## config.mk

```make
export PLATFORM = sky130hd
export DESIGN_NAME = rvvi_trace_emitter
export DESIGN_NICKNAME = d
export VERILOG_FILES = /design/src/rtl/rvvi_trace_pkg.sv /design/src/rtl/rvvi_trace_fifo.sv /design/src/rtl/rvvi_trace_emitter.sv
export SDC_FILE = /design/constraint.sdc
export NUM_CORES = 2
export LEC_CHECK = 0
export CAP_MARGIN = 15
export CORE_ASPECT_RATIO = 0.7
export CORE_MARGIN = 5
export CORE_UTILIZATION = 45
export DETAILED_ROUTE_END_ITERATION = 7
export SLEW_MARGIN = 20
export SYNTH_ARGS = -nofsm -noshare
export SYNTH_HDL_FRONTEND = slang
export SYNTH_SLANG_ARGS = --single-unit
```

## constraint.sdc

```tcl
create_clock -name clk -period 25.8 [get_ports clk]
set_input_delay 5.16 -clock clk [delete_from_list [all_inputs] [get_ports clk]]
set_output_delay 5.16 -clock clk [all_outputs]
set_load 0.05 [all_outputs]
```

## src/rtl/rvvi_trace_pkg.sv

```systemverilog
// Shared types for the RVVI retirement trace emitter: the buffered record layout,
// the intake FSM states and the loss-counter width.
package rvvi_trace_pkg;

  // Records are stored at the widest supported width; the top truncates on output.
  localparam int unsigned XLEN_MAX   = 64;
  localparam int unsigned ILEN_MAX   = 64;
  localparam int unsigned ORDER_W    = 64;
  localparam int unsigned DROP_CNT_W = 16;

  typedef struct packed {
    logic [ORDER_W-1:0]  order;
    logic [ILEN_MAX-1:0] insn;
    logic [XLEN_MAX-1:0] pc;
    logic                trap;
    logic [31:0]         x_wb;
    logic [XLEN_MAX-1:0] x_wdata;
  } trace_rec_t;

  typedef enum logic [1:0] {
    StRun,
    StDrain,
    StDone
  } trace_state_e;

  // x0 writes are architecturally invisible, so they never appear in the mask.
  function automatic logic [31:0] wb_mask(input logic [4:0] rd, input logic we);
    return (we && (rd != 5'd0)) ? (32'd1 << rd) : 32'd0;
  endfunction

endpackage

```

## src/rtl/rvvi_trace_fifo.sv

```systemverilog
// Synchronous FIFO of trace records. Pointers carry one extra wrap bit so full and
// empty are distinguishable without a separate counter.
module rvvi_trace_fifo
  import rvvi_trace_pkg::*;
#(
  parameter int unsigned Depth = 8
) (
  input  logic                     clk_i,
  input  logic                     rst_ni,
  input  logic                     push_i,
  input  trace_rec_t               data_i,
  input  logic                     pop_i,
  output trace_rec_t               data_o,
  output logic                     full_o,
  output logic                     empty_o,
  output logic [$clog2(Depth):0]   count_o
);

  localparam int unsigned Aw = $clog2(Depth);

  logic [Aw:0] wptr_q, wptr_d;
  logic [Aw:0] rptr_q, rptr_d;
  trace_rec_t  mem_q [Depth];

  always_comb begin
    wptr_d = wptr_q;
    rptr_d = rptr_q;
    if (push_i) wptr_d = wptr_q + 1'b1;
    if (pop_i)  rptr_d = rptr_q + 1'b1;
  end

  always_ff @(posedge clk_i or negedge rst_ni) begin
    if (!rst_ni) begin
      wptr_q <= '0;
      rptr_q <= '0;
    end else begin
      wptr_q <= wptr_d;
      rptr_q <= rptr_d;
    end
  end

  always_ff @(posedge clk_i) begin
    if (push_i) mem_q[wptr_q[Aw-1:0]] <= data_i;
  end

  assign empty_o = (wptr_q == rptr_q);
  assign full_o  = (wptr_q[Aw] != rptr_q[Aw]) && (wptr_q[Aw-1:0] == rptr_q[Aw-1:0]);
  assign count_o = wptr_q - rptr_q;
  // Head reads as zero when empty so stale storage never leaks onto the trace bus.
  assign data_o  = empty_o ? '0 : mem_q[rptr_q[Aw-1:0]];

endmodule

```

## src/rtl/rvvi_trace_emitter.sv

```systemverilog
// Captures one retirement per cycle, tags it with a program order number, buffers it and
// presents it to the coverage consumer; also handles back-pressure, loss counting and drain.
module rvvi_trace_emitter
  import rvvi_trace_pkg::*;
#(
  parameter int unsigned XLEN  = 32,
  parameter int unsigned ILEN  = 32,
  parameter int unsigned DEPTH = 8
) (
  input  logic                  clk,
  input  logic                  rst_n,
  input  logic                  ret_valid,
  input  logic [ILEN-1:0]       ret_insn,
  input  logic [XLEN-1:0]       ret_pc,
  input  logic                  ret_trap,
  input  logic [4:0]            ret_rd,
  input  logic                  ret_rd_we,
  input  logic [XLEN-1:0]       ret_rd_wdata,
  output logic                  ret_stall,
  output logic                  trc_valid,
  input  logic                  trc_ready,
  output logic [63:0]           trc_order,
  output logic [ILEN-1:0]       trc_insn,
  output logic [XLEN-1:0]       trc_pc_rdata,
  output logic                  trc_trap,
  output logic [31:0]           trc_x_wb,
  output logic [XLEN-1:0]       trc_x_wdata,
  input  logic                  drain_req,
  output logic                  drain_done,
  output logic                  overflow,
  output logic [15:0]           drop_count
);

  localparam int unsigned CntW = $clog2(DEPTH) + 1;
  // Stall one entry early so an event already in flight from the core still fits.
  localparam logic [CntW-1:0] StallLevel = CntW'(DEPTH - 1);

  trace_state_e            state_q, state_d;
  logic [ORDER_W-1:0]      order_q, order_d;
  logic                    overflow_q, overflow_d;
  logic [DROP_CNT_W-1:0]   drop_cnt_q, drop_cnt_d;

  trace_rec_t              rec_in, rec_out;
  logic                    fifo_full, fifo_empty;
  logic [CntW-1:0]         fifo_count;
  logic                    in_run, accept, push, pop, drop;

  assign in_run = (state_q == StRun);
  assign accept = in_run && ret_valid;
  assign pop    = !fifo_empty && trc_ready;
  assign push   = accept && (!fifo_full || pop);
  assign drop   = accept && fifo_full && !pop;

  always_comb begin
    rec_in         = '0;
    rec_in.order   = order_q;
    rec_in.insn    = ILEN_MAX'(ret_insn);
    rec_in.pc      = XLEN_MAX'(ret_pc);
    rec_in.trap    = ret_trap;
    rec_in.x_wb    = wb_mask(ret_rd, ret_rd_we);
    rec_in.x_wdata = (rec_in.x_wb != 32'd0) ? XLEN_MAX'(ret_rd_wdata) : '0;
  end

  rvvi_trace_fifo #(
    .Depth (DEPTH)
  ) u_fifo (
    .clk_i   (clk),
    .rst_ni  (rst_n),
    .push_i  (push),
    .data_i  (rec_in),
    .pop_i   (pop),
    .data_o  (rec_out),
    .full_o  (fifo_full),
    .empty_o (fifo_empty),
    .count_o (fifo_count)
  );

  always_comb begin
    state_d = state_q;
    unique case (state_q)
      StRun:   if (drain_req)  state_d = StDrain;
      // Drain ignores drain_req falling; only an empty FIFO ends it.
      StDrain: if (fifo_empty) state_d = StDone;
      StDone:  if (!drain_req) state_d = StRun;
      default: state_d = StRun;
    endcase
  end

  // Dropped events still consume an order number so the consumer sees the gap.
  always_comb begin
    order_d    = order_q + {{(ORDER_W-1){1'b0}}, accept};
    overflow_d = overflow_q | drop;
    drop_cnt_d = drop_cnt_q;
    if (drop && (drop_cnt_q != '1)) drop_cnt_d = drop_cnt_q + 1'b1;
  end

  always_ff @(posedge clk or negedge rst_n) begin
    if (!rst_n) begin
      state_q    <= StRun;
      order_q    <= '0;
      overflow_q <= 1'b0;
      drop_cnt_q <= '0;
    end else begin
      state_q    <= state_d;
      order_q    <= order_d;
      overflow_q <= overflow_d;
      drop_cnt_q <= drop_cnt_d;
    end
  end

  assign ret_stall    = (fifo_count >= StallLevel) || !in_run;
  assign drain_done   = (state_q == StDone);
  assign overflow     = overflow_q;
  assign drop_count   = drop_cnt_q;

  assign trc_valid    = !fifo_empty;
  assign trc_order    = rec_out.order;
  assign trc_insn     = rec_out.insn[ILEN-1:0];
  assign trc_pc_rdata = rec_out.pc[XLEN-1:0];
  assign trc_trap     = rec_out.trap;
  assign trc_x_wb     = rec_out.x_wb;
  assign trc_x_wdata  = rec_out.x_wdata[XLEN-1:0];

  // Upper record bits are unused for narrower XLEN/ILEN configurations.
  logic unused_rec;
  assign unused_rec = ^rec_out;

endmodule

```

==> metrics <==
status=finished, final reports clean; Primary FF master, synth=edfxtp_1; peak supply drop=98.8 uV; Final period util=45.2%; Setup crit end=trc_insn[22]; ANT nets after route=0; CTS tree=built; Rel. slew slack=23.4%; clk sink count=1635; via count=30800; Ports=321; synth unique cells=50; fin nets=3644; Worst Path Arrival=6500 ps; CP max stage delay=880 ps; vias in the first global route=31700; CP required=20640 ps; Reg2Reg Launch Point=u_fifo.rptr_q[2]$_DFFE_PN0P_; crit start category=register; share of layout cells above drive strength 1=19.2%; Clock Power Share=26.1%; Flop pwr share=35.1%; Starting Density=45.4%; Lkg Pwr=0.0240 uW; Max-Cap Viols=0; ys async rst share=5.57%; RSZ-0062 raised after global routing=no; CTS HTree Levels=4; TNS Setup=0 ps; synthesized area=62900 um2; placer congestion estimate=0.718; area grow syn2layout=16.9%; Die ar.=148000 um2; pwr dens=121 nW/um2; # rows=114; CP dominant cell by count=buf_4; post-CTS repair timing setup buffer count=0; post-route minimum period=11660 ps; largest net degree at the start of global routing=154; initial antenna violation count=6; combinational share of power=38.8%; DR vias/cell=5.59; CP Class=reg2out; chip width=457 um; WL/cell=26.0 um; flop-to-flop setup slack=20110 ps; switching part of the total=37.1%; fin. max-slew vios=0; worst hold path type=reg2reg; most common cell after layout, fill and taps aside=edfxtp_1; capturing point of the worst reg2reg path=u_fifo.mem_q[7][109]$_DFFE_PP_; final wirelength=144 mm; worst slew pin tran=1150 ps; Switching Power=3290 uW; critical path, cell by cell=buf_4, buf_4, buf_4, buf_4, mux4_2, nand2_1, a21oi_1, clkdlybuf4s50_1; crit path max-delay cell type=buf_4; yosys synthesis warning count=0; 1st-iter DRT viols=2581; cts hold-fix bufs=0; Worst setup EP type=output pin; worst hold slack=475 ps; Num CTS Buffers=157; first-pass GRT wire length=214 mm; Worst-path clk slew=60 ps; Setup violations, final=0; HPWL after detailed placement=74.6 mm; global route total overflow=0; Register-to-Register Path Depth=9; Resized cells post-CTS=0; Clock Latency Late Sink=780 ps; sequential-to-total area share from yosys stat=77.3%; GRT Util Overall=19.5%; Power Internal=5570 uW; crit-path max FO=49; flops & latches, synth=1635; final hold viol count=0; Post-synth EDFFs=1544; Critical path origin=u_fifo.rptr_q[0]$_DFFE_PN0P_; Syn Area/Cell=20.0 um2; clock root buffer=clkbuf_16; core footprint=139000 um2; commonest cells after routing, fill and taps aside=edfxtp_1 (1544), nand2_1 (427), mux4_2 (386); maximum clock insertion buffer count=3; DRC violations left=0; Post-Synthesis Cells=3147; Die Y=323 um; Peak Freq=0.0857 GHz; PortBufs=320; Setup Skew=25.3 ps; number of iterations in the first detailed-routing pass=5
## routing by layer
metal  wire, um  GRT usage [%]  up-vias
li1           -              -    13400
met2      68600           30.7      902
met3       8030           3.42      190
met1      63700           28.3    16400
met5          0              0        -
met4       3370           5.76        0
## how the worst min path moves through the flow
stage | end | slack (ps) | cells after the start | from
final | overflow$_DFF_PN0_ | 470 | 1 | overflow$_DFF_PN0_
after floorplan | state_q[0]$_DFFE_PN0P_ | 440 | 1 | state_q[1]$_DFFE_PN0P_
after global placement | state_q[0]$_DFFE_PN0P_ | 460 | 1 | state_q[1]$_DFFE_PN0P_
after CTS | overflow$_DFF_PN0_ | 480 | 1 | overflow$_DFF_PN0_
after detailed placement | overflow$_DFF_PN0_ | 460 | 1 | overflow$_DFF_PN0_
after global routing | overflow$_DFF_PN0_ | 510 | 1 | overflow$_DFF_PN0_
## synth_stat cells (8+ instances only)
cell type	number	share of area [%]
edfxtp_1	1544	74
nand2_1	427	2.5
mux4_2	386	14
a21oi_1	195	1.6
clkbuf_1	96	0.57
dfrtp_1	91	3.6
nor2_1	59	0.35
xnor2_1	46	0.64
buf_2	39	0.31
xor2_1	39	0.54
and2_1	33	0.33
nand3_1	33	0.26
buf_1	23	0.14
nand4_1	20	0.20
nor3_1	19	0.15
inv_1	14	0.084
and3_1	12	0.12
ha_1	8	0.16
nor4_1	8	0.080
## area by class of cell
type | count | area [um2]
fill | 10800 | 65000
clock inverter | 81 | 902
timing repair buffer | 373 | 3640
tap | 1856 | 2320
inverter | 15 | 71.3
antenna | 5 | 12.5
clock buffer | 208 | 4290
sequential | 1635 | 48700
multi-input combinational | 1345 | 13600
## flip-flops by register name, summed over array words and instances, names as in the netlist
register       flops
u_fifo.mem_q    1544
u_fifo.rptr_q      4
u_fifo.wptr_q      4
drop_count        16
state_q            2
overflow           1
order_q           64
## through the flow
stage | instances | total power, uW | setup WS (ps) | utilization (%) | instance area (um2)
2_1_floorplan | 3154 | 5530 | 709 | - | 62900
3_3_place_gp | 5224 | 6660 | 14650 | 49.3 | 68300
3_5_place_dp | 5224 | 6670 | 14650 | 49.3 | 68300
4_1_cts | 5513 | 9000 | 13770 | 53.1 | 73500
5_1_grt | 5516 | 9240 | 13390 | 53.1 | 73500
6_report | 5518 | 8860 | 14140 | 53.1 | 73500
## critical path: cells and delay by family, from the launching register on
family          cells  cell delay [ps]
compound gates      1              350
buf+inv             5             4070
flops               1              820
mux                 1              370
simple gates        1               60
## cell families (layout without fill, tap and decap cells)
logic type	Yosys count	after routing	synth area share, %
flops	1635	1635	77.3
simple gates	653	653	4.68
mux	388	388	13.9
compound gates	202	202	1.64
buf+inv	174	677	1.13
xor+xnor	85	85	1.18
fa+ha+maj	9	9	0.191
other cells	1	13	0.00596
## power groups by stage
stage / clock, uW / combinational [uW] / sequential, uW
finish: 2310 / 3440 / 3110
floorplan: 0 / 2370 / 3160
detailed placement: 0 / 3500 / 3170
CTS: 2370 / 3510 / 3120
global route: 2490 / 3630 / 3130
global placement: 0 / 3490 / 3170
Note: power is estimated with default switching activity, not from simulation.
